===== config.mk =====
export PLATFORM = sky130hd
export DESIGN_NAME = axi4_rd_burst_master
export DESIGN_NICKNAME = d
export VERILOG_FILES = /design/src/rtl/axi4_rd_burst_master.sv
export SDC_FILE = /design/constraint.sdc
export NUM_CORES = 1
export LEC_CHECK = 0
export CORE_ASPECT_RATIO = 1.25
export CORE_MARGIN = 3
export CORE_UTILIZATION = 40
export CTS_BUF_LIST = sky130_fd_sc_hd__clkbuf_8 sky130_fd_sc_hd__clkbuf_16
export CTS_CLUSTER_SIZE = 14
export DETAILED_ROUTE_END_ITERATION = 6
export HOLD_SLACK_MARGIN = 0.06
export PLACE_DENSITY = 0.85
export SLEW_MARGIN = 10
export SYNTH_ARGS = -nofsm -noshare
export SYNTH_HDL_FRONTEND = slang
export SYNTH_SLANG_ARGS = --single-unit

===== constraint.sdc =====
create_clock -name ACLK -period 2.15 [get_ports ACLK]
set_input_delay 0.5375 -clock ACLK [delete_from_list [all_inputs] [get_ports ACLK]]
set_output_delay 0.5375 -clock ACLK [all_outputs]
set_load 0.1 [all_outputs]

===== src/rtl/axi4_rd_burst_master.sv =====
`default_nettype none
`timescale 1ns/1ps
// ============================================================================
//  Module   : axi4_rd_burst_master
//  Purpose  : AXI4 read-only burst master for cache line refill. It accepts
//             one line request, issues a single AR burst and streams the
//             returned beats back with a beat index. It can abandon a request,
//             in which case the burst is drained and no beats are forwarded.
//             Only one burst is outstanding at a time.
//  Revision : 1.0  initial release
// ----------------------------------------------------------------------------
//  Ports
//    ACLK, ARESETn            clock, asynchronous active-low reset
//    rd_req/rd_addr/rd_rdy    line request handshake (accepted on req & rdy)
//    cancel                   abandon the current request
//    ret_valid/data/idx/last/err  returned beat, one-cycle pulse per beat
//    AR* / R*                 AXI4 read address and read data channels
//  Configuration macro
//    AXI_RD_WRAP_EN           WRAP bursts, critical word first; the default
//                             build issues line-aligned INCR bursts
// ============================================================================
module axi4_rd_burst_master #(
    parameter  int ADDR_W = 32,
    parameter  int DATA_W = 32,
    parameter  int BEATS  = 4,
    parameter  int ID_W   = 4,
    parameter  int ID_VAL = 0,
    localparam int IDX_W  = $clog2(BEATS) + 1
) (
    input  logic              ACLK,
    input  logic              ARESETn,
    // cache side
    input  logic              rd_req,
    input  logic [ADDR_W-1:0] rd_addr,
    output logic              rd_rdy,
    input  logic              cancel,
    output logic              ret_valid,
    output logic [DATA_W-1:0] ret_data,
    output logic [IDX_W-1:0]  ret_idx,
    output logic              ret_last,
    output logic              ret_err,
    // AXI read address channel
    output logic [ID_W-1:0]   ARID,
    output logic [ADDR_W-1:0] ARADDR,
    output logic [7:0]        ARLEN,
    output logic [2:0]        ARSIZE,
    output logic [1:0]        ARBURST,
    output logic              ARVALID,
    input  logic              ARREADY,
    output logic              ARLOCK,
    output logic [3:0]        ARCACHE,
    output logic [2:0]        ARPROT,
    output logic [3:0]        ARQOS,
    output logic [3:0]        ARREGION,
    // AXI read data channel
    input  logic [ID_W-1:0]   RID,
    input  logic [DATA_W-1:0] RDATA,
    input  logic [1:0]        RRESP,
    input  logic              RLAST,
    input  logic              RVALID,
    output logic              RREADY
);

    localparam int c_BYTES      = DATA_W / 8;
    localparam int c_SIZE       = $clog2(c_BYTES);
    localparam int c_LINE_BYTES = BEATS * c_BYTES;

    localparam logic [ADDR_W-1:0] c_LINE_MASK = ~(ADDR_W'(c_LINE_BYTES - 1));
    localparam logic [ADDR_W-1:0] c_BEAT_MASK = ~(ADDR_W'(c_BYTES - 1));
    localparam logic [ADDR_W-1:0] c_OFF_MASK  = ADDR_W'(BEATS - 1);
    localparam logic [IDX_W-1:0]  c_LAST_CNT  = IDX_W'(BEATS - 1);
    localparam logic [IDX_W-1:0]  c_IDX_MASK  = IDX_W'(BEATS - 1);

`ifdef AXI_RD_WRAP_EN
    // A single-beat WRAP burst is illegal in AXI, so BEATS=1 stays INCR.
    localparam bit c_WRAP = (BEATS > 1);
`else
    localparam bit c_WRAP = 1'b0;
`endif

    typedef enum logic [1:0] {
        S_IDLE  = 2'd0,
        S_ADDR  = 2'd1,
        S_DATA  = 2'd2,
        S_DRAIN = 2'd3
    } state_t;

    state_t              r_state;
    logic [ADDR_W-1:0]   r_araddr;
    logic                r_arvalid;
    logic                r_rready;
    logic                r_rd_rdy;
    logic                r_cancel_pend;
    logic [IDX_W-1:0]    r_beat_cnt;
    logic [IDX_W-1:0]    r_start;
    logic                r_overrun;
    logic                r_ret_valid;
    logic [DATA_W-1:0]   r_ret_data;
    logic [IDX_W-1:0]    r_ret_idx;
    logic                r_ret_last;
    logic                r_ret_err;

    logic                w_beat;
    logic                w_exp_last;
    logic                w_beat_err;
    logic [IDX_W-1:0]    w_idx;
    logic [IDX_W-1:0]    w_req_off;
    logic [ADDR_W-1:0]   w_req_araddr;

    // Word offset of the requested address within its line.
    assign w_req_off    = IDX_W'((rd_addr >> c_SIZE) & c_OFF_MASK);
    assign w_req_araddr = c_WRAP ? (rd_addr & c_BEAT_MASK) : (rd_addr & c_LINE_MASK);

    assign w_beat     = RVALID & r_rready;
    assign w_exp_last = (r_beat_cnt == c_LAST_CNT);
    // Once the beat count has saturated without RLAST every further beat is
    // an overrun, so the flag keeps flagging until RLAST finally arrives.
    assign w_beat_err = (RRESP != 2'b00) | (RID != ID_W'(ID_VAL)) |
                        (RLAST != w_exp_last) | r_overrun;
    assign w_idx      = (r_start + r_beat_cnt) & c_IDX_MASK;

    always_ff @(posedge ACLK or negedge ARESETn) begin
        if (!ARESETn) begin
            r_state       <= S_IDLE;
            r_araddr      <= '0;
            r_arvalid     <= 1'b0;
            r_rready      <= 1'b0;
            r_rd_rdy      <= 1'b1;
            r_cancel_pend <= 1'b0;
            r_beat_cnt    <= '0;
            r_start       <= '0;
            r_overrun     <= 1'b0;
            r_ret_valid   <= 1'b0;
            r_ret_data    <= '0;
            r_ret_idx     <= '0;
            r_ret_last    <= 1'b0;
            r_ret_err     <= 1'b0;
        end else begin
            r_ret_valid <= 1'b0;
            r_ret_last  <= 1'b0;
            r_ret_err   <= 1'b0;
            case (r_state)
                S_IDLE: begin
                    // cancel is deliberately ignored here, even alongside rd_req
                    if (rd_req) begin
                        r_araddr      <= w_req_araddr;
                        r_start       <= c_WRAP ? w_req_off : '0;
                        r_beat_cnt    <= '0;
                        r_overrun     <= 1'b0;
                        r_cancel_pend <= 1'b0;
                        r_arvalid     <= 1'b1;
                        r_rd_rdy      <= 1'b0;
                        r_state       <= S_ADDR;
                    end
                end
                S_ADDR: begin
                    // The address handshake must still complete after cancel.
                    if (cancel)
                        r_cancel_pend <= 1'b1;
                    if (ARREADY) begin
                        r_arvalid <= 1'b0;
                        r_rready  <= 1'b1;
                        r_state   <= (r_cancel_pend | cancel) ? S_DRAIN : S_DATA;
                    end
                end
                S_DATA: begin
                    if (w_beat) begin
                        if (!cancel) begin
                            r_ret_valid <= 1'b1;
                            r_ret_data  <= RDATA;
                            r_ret_idx   <= w_idx;
                            r_ret_last  <= RLAST;
                            r_ret_err   <= w_beat_err;
                            if (r_beat_cnt != c_LAST_CNT)
                                r_beat_cnt <= r_beat_cnt + 1'b1;
                            else if (!RLAST)
                                r_overrun <= 1'b1;
                        end
                        if (RLAST) begin
                            r_rready      <= 1'b0;
                            r_rd_rdy      <= 1'b1;
                            r_cancel_pend <= 1'b0;
                            r_state       <= S_IDLE;
                        end else if (cancel) begin
                            r_state <= S_DRAIN;
                        end
                    end else if (cancel) begin
                        r_state <= S_DRAIN;
                    end
                end
                S_DRAIN: begin
                    if (w_beat && RLAST) begin
                        r_rready      <= 1'b0;
                        r_rd_rdy      <= 1'b1;
                        r_cancel_pend <= 1'b0;
                        r_state       <= S_IDLE;
                    end
                end
                default: r_state <= S_IDLE;
            endcase
        end
    end

    assign rd_rdy    = r_rd_rdy;
    assign ret_valid = r_ret_valid;
    assign ret_data  = r_ret_data;
    assign ret_idx   = r_ret_idx;
    assign ret_last  = r_ret_last;
    assign ret_err   = r_ret_err;

    assign ARID     = ID_W'(ID_VAL);
    assign ARADDR   = r_araddr;
    assign ARLEN    = 8'(BEATS - 1);
    assign ARSIZE   = 3'(c_SIZE);
    assign ARBURST  = c_WRAP ? 2'b10 : 2'b01;
    assign ARVALID  = r_arvalid;
    assign ARLOCK   = 1'b0;
    assign ARCACHE  = 4'd0;
    assign ARPROT   = 3'd0;
    assign ARQOS    = 4'd0;
    assign ARREGION = 4'd0;
    assign RREADY   = r_rready;

endmodule
`default_nettype wire


Yosys cells after proc, flatten, opt, wreduce, memory -nomap -nowiden. Index checks and enable logic that the tools add are counted.

Output and inout bits: 106. Word-level logic and storage cells: 95. RAM bits: 0. Flip-flop bits (word level): 75. Input port bits: 77. Memories kept: 0. Latch bits: 0. Memory bits (read-only): 0.

Multipliers: 0. Shift operators: 0. Bitwise operators: 6. Equality and inequality tests: 16. Add/sub/neg operators: 1. Reduce and logical (&&, ||, !) cells: 17. Div/mod/pow operators: 0. Muxes and demuxes: 42. $lt $le $gt $ge: 0.

Operator list (number): $mux W1 (25); $ne A2 B2 Y1 const B (10); $reduce_and A5 Y1 (4); $mux W2 (6); $mux W3 (4); $reduce_and A3 Y1 (3); $pmux W2 S4 (1); $pmux W1 S3 (2); $pmux W3 S2 (1); $reduce_and A6 Y1 (1); $reduce_bool A2 Y1 (3); $reduce_bool A3 Y1 (2); $eq A2 B2 Y1 const B (2); $or A1 B1 Y1 (4); $pmux W1 S2 (2); $pmux W1 S4 (1); $reduce_bool A4 Y1 (1); $add A3 B1 Y3 const B (1); $eq A3 B2 Y1 const B (1); $ne A3 B2 Y1 const B (1); $eq A2 B1 Y1 const B (1); $logic_not A2 Y1 (1); $reduce_and A2 Y1 (1); $and A1 B1 Y1 (1); other kinds (3) (3).

Longest topological paths before layout. Gate-level depths: netlist (run 1).

Depth in word-level cells: 7. Mapped depth: 5. Depth with buffers taken out: 5.

Worst setup path after synthesis (run 1). Ideal clock, no wire load.

Kind: register to register. Start: register r_rready, in the netlist RREADY. End: register r_ret_data[10], in the netlist ret_data[10]. Clock period less this slack: 2.072 ns. Arrival: 1.946 ns. Cell stages (with the launch flop): 5. Setup time: 0.126 ns. Required time: 2.024 ns. Setup slack: 0.078 ns. Buffers on the path: 1. Path through: dfrtp_1 -> nand4b_4 -> nor2_8 -> buf_12 -> mux2_4.

Longest elaborated chain between the ends: 2.

RTL lines: from (decl) (RTL line 91) `logic r_rready;`; from (signal assigned) (RTL line 127) `r_rready <= 1'b0;`; from (signal assigned) (RTL line 162) `r_rready <= 1'b1;`; from (signal assigned) (RTL line 180) `r_rready <= 1'b0;`; $and A1 B1 Y1 (RTL line 114) `assign w_beat = RVALID & r_rready;`; $reduce_and A3 Y1 (no line); to (signal assigned) (RTL line 134) `r_ret_data <= '0;`; to (signal assigned) (RTL line 170) `r_ret_data <= RDATA;`; to (decl) (RTL line 98) `logic [DATA_W-1:0] r_ret_data;`.

No other way between the ends. A chain may end at the register's enable or synchronous reset.

Worst setup path after layout (run 1).
Start: input RVALID. End: register r_beat_cnt[1].

Longest elaborated chain between the ends: 3.

RTL lines: from (decl) (RTL line 60) `input logic RVALID,`; $and A1 B1 Y1 (RTL line 114); $ne A2 B2 Y1 (no line); $reduce_and A5 Y1 (no line); to (signal assigned) (RTL line 175) `r_beat_cnt <= r_beat_cnt + 1'b1;`; to (decl) (RTL line 94) `logic [IDX_W-1:0] r_beat_cnt;`.

No other way between the ends.

==> results of run 1 <==
[layer usage]
metal  track usage, %  vias up  share of wire (%)
met3             3.73       16                6.1
met4             9.50        0                2.8
li1                 -     1065                  -
met5                0        -                  0
met1             18.8     1110                 38
met2             28.2      100                 53
[layout make-up]
cell class              instances  area [um^2]
fillers                       679         3410
clock buffers                  12          165
clock inverters                 4         41.3
repair buffers                152         1380
inverters                       7         26.3
multi-input cells             149         1370
flip-flops and latches         75         1880
well taps                     117          146
[kinds of logic after synthesis]
kind of cell | count (synthesis) | synth area share (%)
fa+ha+maj | 2 | 0.709
flops | 75 | 53.2
simple gates | 26 | 5.46
mux | 62 | 24.8
other cells | 2 | 0.213
buf+inv | 53 | 11.7
compound gates | 21 | 3.93
[worst max-delay path, stage by stage]
cell and delay (ps):
clkdlybuf4s50_1 550, nand4b_4 170, buf_4 210, or4_1 460, o211ai_1 110
[flip-flops by register name (all words and copies together), names as in the netlist, 2 cells and up]
name	cells
ret_idx	2
r_beat_cnt	3
ARADDR	28
r_state	2
ret_data	32
[cell usage in the layout, fill, tap and decap left out, drive strengths merged]
cell	instances
a2111o	1
a211oi	1
a21oi	6
a31oi	1
and2	1
buf	81
bufinv	1
clkbuf	12
clkdlybuf4s50	71
conb	38
dfrtp	74
dfstp	1
ha	2
inv	10
mux2	62
nand2	6
nand2b	5
nand3	6
nand4b	1
nor2	3
nor2b	1
nor4	1
o211ai	5
o21ai	4
o22a	1
o31a	1
o32ai	1
or4	2
[per-stage QoR]
stage	hold WS, ps	instance area [um^2]
after detailed placement	494	4810
after global placement	483	4810
after CTS	153	5010
final	150	5010
after global routing	172	5010
after floorplan	242	3670
[final timing paths]
kind | to | slack [ps] | cells after the start
max | r_beat_cnt[1] | 380 | 5
min | ARADDR[13] | 150 | 1
max reg2reg | r_beat_cnt[1] | 450 | 4
min reg2reg | ARADDR[8] | 510 | 1
max in group asynchronous | ARADDR[16] | 1350 | 2
min in group ACLK | ARADDR[8] | 510 | 1
==> results.ini, run 1 <==
[die]
core.rowCount=37
initial_core_util_pct=41.9
die_area_mm2=0.0100
coreArea_mm2=0.00843
die_w_um=90.0
ioPinCount=183
die_height_um=111

[logic_synthesis]
synth_edf_count=0
async_flop_share_pct=100
synth_top_cell_by_area=dfrtp_1
ys_seq_elements=75
yosysTopAreaCellShare_pct=52.4
yosysMostFrequentCell=dfrtp_1
ys_top_cells_by_area=dfrtp_1 52%, mux2_4 20%, buf_4 8.1%, mux2_2 4.8%, buf_12 1.7%
synthTopCellsByCount=74 x dfrtp_1, 47 x mux2_4, 38 x buf_4
ys_warn_count=0
netlist_area_mm2=0.00353
synth.distinct_cells=32
ys_seq_area_share_pct=53.2
netlist_instances=241
avgSynthCellArea_um2=14.7
synthFlopType=dfrtp_1

[worst_setup_path]
end_kind=register
r2r_start=r_state[1]
critPathLaunchType=input pin
arrival_ps=2030
path_class=input pin to register
crit_required_ps=2410
critPathLaunch=RVALID
crit_fanout=6

[placement]
dp_cells=500
place_congestion=0.800
pre_cts_ws_ps=4.20
place_hpwl_um=6140
io_buffer_count=140

[sta]
setup_viol_count_final=0
final_max_slew_viol_count=0
rsz0062_at_grt=no
final.setup.worst_slack_ps=377
finalHoldViolations=0
finClkSkew_ps=7.30
period_share_pct=82.5
max_freq_mhz=564
fin_crit_ps=1770
fin_setup_tns_ps=0

[clocking]
cts_root_buffer=clkbuf_8
cts_sinks=75
clk_latency_ps=340
htree_levels=3
cts_tree=yes
cts_buffers=9
post_cts_buffers=0
clock_path_buffers=2
cts.repair.resized=0
clk_pin_slew_ps=70
postCtsHoldBufs=0

[detailed_routing]
viasPerCell=4.44
drt-pass1-iter-count=4
detail-route-antenna-nets=0
drt_iter0_markers=62
vias=2291
wl_per_cell_um=15.4
drc=0
wirelength_um=7950

[global_route]
grt_use_total_pct=16.5
grt-ovfl-total=0
grt_pass1_vias=2375
grt_max_degree=40
grt_pass1_wl_um=12900
grt_antenna_before_repair=0

[min_path]
hold_class=input pin to asynchronous set/reset pin

[status]
status=finished clean

[finish]
syn2layout_area_growth_pct=42.0
final_util_pct=59.5
fin_cells=516
antenna_cells=0
nets=473
drive_gt1_share_pct=40.4

[job]
maxCapViolCount=0

Power of run 1 is left out: the tool's default activity adds up to more than one toggle a clock period on the data nets, which glitch-free logic cannot reach.
==> run 2: changes to the inputs <==
==> constraint.sdc (replaced) <==
create_clock -name ACLK -period 1.79 [get_ports ACLK]
set_input_delay 0.4475 -clock ACLK [delete_from_list [all_inputs] [get_ports ACLK]]
set_output_delay 0.4475 -clock ACLK [all_outputs]
set_load 0.1 [all_outputs]
==> results.ini, run 2 (synthesis gave the netlist of run 1 again) <==
[clocking]
cts_root_buffer=clkbuf_8
cts_sinks=75  ; unchanged
post_cts_buffers=0  ; unchanged
clk_latency_ps=340  ; about the same
clock_path_buffers=2  ; unchanged
clk_pin_slew_ps=80  ; about the same
htree_levels=3  ; unchanged
cts_tree=yes
cts_buffers=9  ; unchanged

[placement]
place_congestion=0.771  ; -3.6%
place_hpwl_um=6890  ; +12%
io_buffer_count=140  ; unchanged
pre_cts_ws_ps=-187  ; -191 ps

[detailed_routing]
wirelength_um=8800  ; +11%
top_layer=met4
drc=0  ; unchanged
vias=2355  ; +2.8%
wl_per_cell_um=16.9  ; +9.5%
detail-route-antenna-nets=0  ; unchanged
drt_iter0_markers=80  ; +29%
met2_length_um=4700  ; +11%
viasPerCell=4.51  ; +1.6%
drt-pass1-iter-count=4  ; unchanged
wl_met3_um=550  ; +13%
drt-met1-wl_um=3420  ; +14%

[sta]
rsz0062_at_grt=no
setup_viol_count_final=0  ; unchanged
fin_setup_tns_ps=0  ; unchanged
period_share_pct=90.4
fin_crit_ps=1620
max_freq_mhz=618
finalHoldViolations=0  ; unchanged
hold_ws_ps=503  ; +353 ps
finClkSkew_ps=8.20  ; +0.901 ps
final_max_slew_viol_count=0  ; unchanged
final.setup.worst_slack_ps=172  ; -205 ps

[global_route]
grt_pass1_vias=2511  ; +5.7%
grt_pass1_wl_um=14600  ; +13%
grt_use_total_pct=18.6  ; +2.1 points
grt_max_degree=28  ; -30%
grt_antenna_before_repair=0  ; unchanged
grt-ovfl-total=0  ; unchanged

[die]
ioPinCount=183  ; unchanged
die_height_um=111  ; unchanged
coreArea_mm2=0.00843  ; unchanged
initial_core_util_pct=41.9  ; unchanged
die_w_um=90.0  ; unchanged
core.rowCount=37  ; unchanged
die_area_mm2=0.0100  ; unchanged

[job]
maxCapViolCount=0  ; unchanged

[worst_setup_path]
crit_buf_inv=2  ; unchanged
critical-path-slowest-cell=clkdlybuf4s50_1
end_kind=register
critPathLaunch=RVALID
critPathLaunchType=input pin
arrival_ps=1890  ; -140 ps
r2r_start=r_beat_cnt[0]
crit_fanout=7  ; +1
critical-path-top-delay-family=buffers and inverters
path_class=input pin to register
crit_required_ps=2060  ; -350 ps
crit_chain=clkdlybuf4s50_1, nand4b_4, buf_4, or4_1, o211ai_1
slowest_delay_ps=520  ; -30 ps

[finish]
fillers=558  ; -18%
largest_register_ffs=32  ; unchanged
nets=479  ; +1.3%
final_cell_mix=73 x dfrtp_1, 73 x buf_12, 71 x clkdlybuf4s50_1
drive_gt1_share_pct=42.0  ; +1.6 points
syn2layout_area_growth_pct=66.8
antenna_cells=0  ; unchanged

[min_path]
hp-start=rd_rdy
hold_class=register to register

[status]
status=finished clean

[run 2: changes by cell type in the layout (fill, tap and decap cells not counted), sizes merged]
cell	change
clkinv	+2
buf	+5
clkbuf	-1
inv	-2
dlygate4sd3	+1
bufinv	-1
clkinvlp	+2
[run 2: final timing paths]
path	end	slack, ps	cells past startpoint
worst max-delay path	r_beat_cnt[1]	170	5
worst min-delay path	rd_rdy	500	2
worst max register to register	r_beat_cnt[1]	170	5
worst min register to register	rd_rdy	500	2
max in group asynchronous	ARADDR[23]	650	3
min in group asynchronous	ret_data[21]	550	2
[run 2: through the flow]
stage | utilization, % | cells | cell area, um^2
2_1_floorplan | - | 277 | 3670
3_3_place_gp | 67.6 | 505 | 5700
3_5_place_dp | 67.6 | 505 | 5700
4_1_cts | 69.9 | 522 | 5890
5_1_grt | 69.9 | 522 | 5890
6_report | 69.9 | 522 | 5890
[run 2: area by class of cell]
cell class                      count  area [um^2]  area share, %
Clock buffer                       11          151           2.57
Clock inverter                      5         28.8          0.489
Inverter                            7         26.3          0.446
Multi-Input combinational cell    149         1380           23.4
Sequential cell                    75         1880           31.9
Tap cell                          117          146           2.49
Timing Repair Buffer              158         2280           38.7
[run 2: metal layers]
metal  vias to the layer above  GRT usage, %
li1                       1071             -
met1                      1160          22.7
met2                       113          31.7
met3                        11          5.70
met4                         0          5.11
met5                         -             0
[run 2: worst register-to-register path: cells and delay by family (launching register included)]
family,cells,cell delay (ps)
and+or+nand+nor,2,550
DFF,1,440
adders and majority gates,2,440
AOI/OAI and AO/OA,1,100
[run 2: timing repair]
action,4_1_cts,5_1_grt
hold buffers,1,0
endpoints found under the hold margin,23,0
gates resized for setup,0,1
endpoints found under the setup margin,0,1
Power of run 2 is left out for the same reason.
==> run 3: changes to the inputs <==
--- a/config.mk
+++ b/config.mk
@@ -5,9 +5,11 @@
 export SDC_FILE = /design/constraint.sdc
 export NUM_CORES = 1
 export LEC_CHECK = 0
+export CELL_PAD_IN_SITES_DETAIL_PLACEMENT = 2
+export CELL_PAD_IN_SITES_GLOBAL_PLACEMENT = 2
 export CORE_ASPECT_RATIO = 1.25
 export CORE_MARGIN = 3
-export CORE_UTILIZATION = 40
+export CORE_UTILIZATION = 25
 export CTS_BUF_LIST = sky130_fd_sc_hd__clkbuf_8 sky130_fd_sc_hd__clkbuf_16
 export CTS_CLUSTER_SIZE = 14
 export DETAILED_ROUTE_END_ITERATION = 6
==> results.ini, run 3 (synthesis gave the netlist of run 1 again) <==
[finish]
fillers=1305  ; +130%
antenna_cells=0  ; unchanged
nets=477  ; -0.42%
drive_gt1_share_pct=42.0  ; +0.064 points
fin_cells=573  ; +9.8%
final_cell_mix=73 x dfrtp_1, 71 x buf_12, 70 x clkdlybuf4s50_1
multi_input_area_mm2=0.00138  ; +0.36%
largest_register_ffs=32  ; unchanged
ff_latch_area_mm2=0.00188  ; unchanged
final_common_cell=dfrtp_1
syn2layout_area_growth_pct=71.3

[detailed_routing]
vias=2441  ; +3.7%
drc=0  ; unchanged
detail-route-antenna-nets=0  ; unchanged
wl_per_cell_um=21.6  ; +28%
drt_iter0_markers=92  ; +15%
drt-pass1-iter-count=4  ; unchanged
viasPerCell=4.26  ; -5.6%
wirelength_um=12400  ; +41%

[sta]
hold_ws_ps=55.4  ; -447 ps
setup_viol_count_final=0  ; unchanged
finalHoldViolations=0  ; unchanged
fin_setup_tns_ps=0  ; unchanged
finClkSkew_ps=12.3  ; +4.08 ps
fin_crit_ps=1640  ; +24.8 ps
final.setup.worst_slack_ps=147  ; -24.8 ps
final_max_slew_viol_count=0  ; unchanged
period_share_pct=91.8  ; +1.4 points
max_freq_mhz=609  ; -1.5%
rsz0062_at_grt=no

[die]
initial_core_util_pct=26.1  ; -16 points
ioPinCount=183  ; unchanged
coreArea_mm2=0.0135  ; +61%
core.rowCount=47  ; +27%
die_height_um=139  ; +25%
die_area_mm2=0.0156  ; +56%
die_w_um=112  ; +25%

[worst_setup_path]
rr_worst_depth=6  ; +1
arrival_ps=1890  ; about the same
critPathLaunchType=input pin
path_class=input pin to register
crit_required_ps=2040  ; -20 ps
end_kind=register
crit_fanout=7  ; unchanged

[placement]
place_hpwl_um=9880  ; +43%
pre_cts_ws_ps=-264  ; -77.2 ps
io_buffer_count=140  ; unchanged
dp_cells=558  ; +10%
place_congestion=0.777  ; +0.77%

[status]
status=finished clean

[clocking]
clk_pin_slew_ps=60  ; -20 ps
htree_levels=3  ; unchanged
cts_sinks=75  ; unchanged
cts_root_buffer=clkbuf_16
clock_path_buffers=2  ; unchanged
cts_buffers=9  ; unchanged
cts_tree=yes
clk_latency_ps=340  ; about the same

[global_route]
grt_max_degree=34  ; +21%
grt-ovfl-total=0  ; unchanged
grt_pass1_wl_um=18600  ; +27%
grt_pass1_vias=2873  ; +14%
grt_use_total_pct=16.0  ; -2.6 points
grt_antenna_before_repair=0  ; unchanged

[job]
maxCapViolCount=0  ; unchanged

[min_path]
hold_class=input pin to asynchronous set/reset pin

run 3: cell type report:
| class | instances | share of cell area (%) |
|---|---|---|
| clock buffer | 9 | 3.72 |
| clock inverter | 6 | 1.37 |
| inverter | 7 | 0.434 |
| multi-input combinational | 149 | 22.8 |
| sequential | 75 | 31.1 |
| tap | 171 | 3.54 |
| timing repair buffer | 156 | 37.0 |
run 3: timing repair:
action | CTS | global route
hold buffers | 0 | 0
setup buffers | 0 | 0
setup endpoints to repair | 1 | 3
gates resized for setup | 1 | 2
run 3: layer usage:
metal	vias up	share of wire, %	track usage, %
li1	1069	-	-
met1	1249	34	16.2
met2	112	59	31.4
met3	11	6.0	4.58
met4	0	1.1	4.11
met5	-	0	0
run 3: worst paths after layout:
path,start,end,slack (ps)
setup / recovery,cancel,r_beat_cnt[1],150
hold / removal,ARESETn,ret_data[5],60
setup reg to reg,r_beat_cnt[0],ret_err,160
hold reg to reg,rd_rdy,rd_rdy,550
max in group asynchronous,ARESETn,ARADDR[18],1120
min in group ACLK,rd_rdy,rd_rdy,550
run 3: through the flow:
step	area [um^2]	utilization, %
finish	6050	44.7
global placement	5730	42.4
CTS	6040	44.7
global route	6050	44.7
detailed placement	5730	42.4
floorplan	3670	-
run 3: worst max-delay path, stage by stage:
cell	delay [ps]
clkdlybuf4s50_1	430
nand4b_4	220
buf_4	210
or4_1	470
o211ai_1	110
Power of run 3 is left out for the same reason.
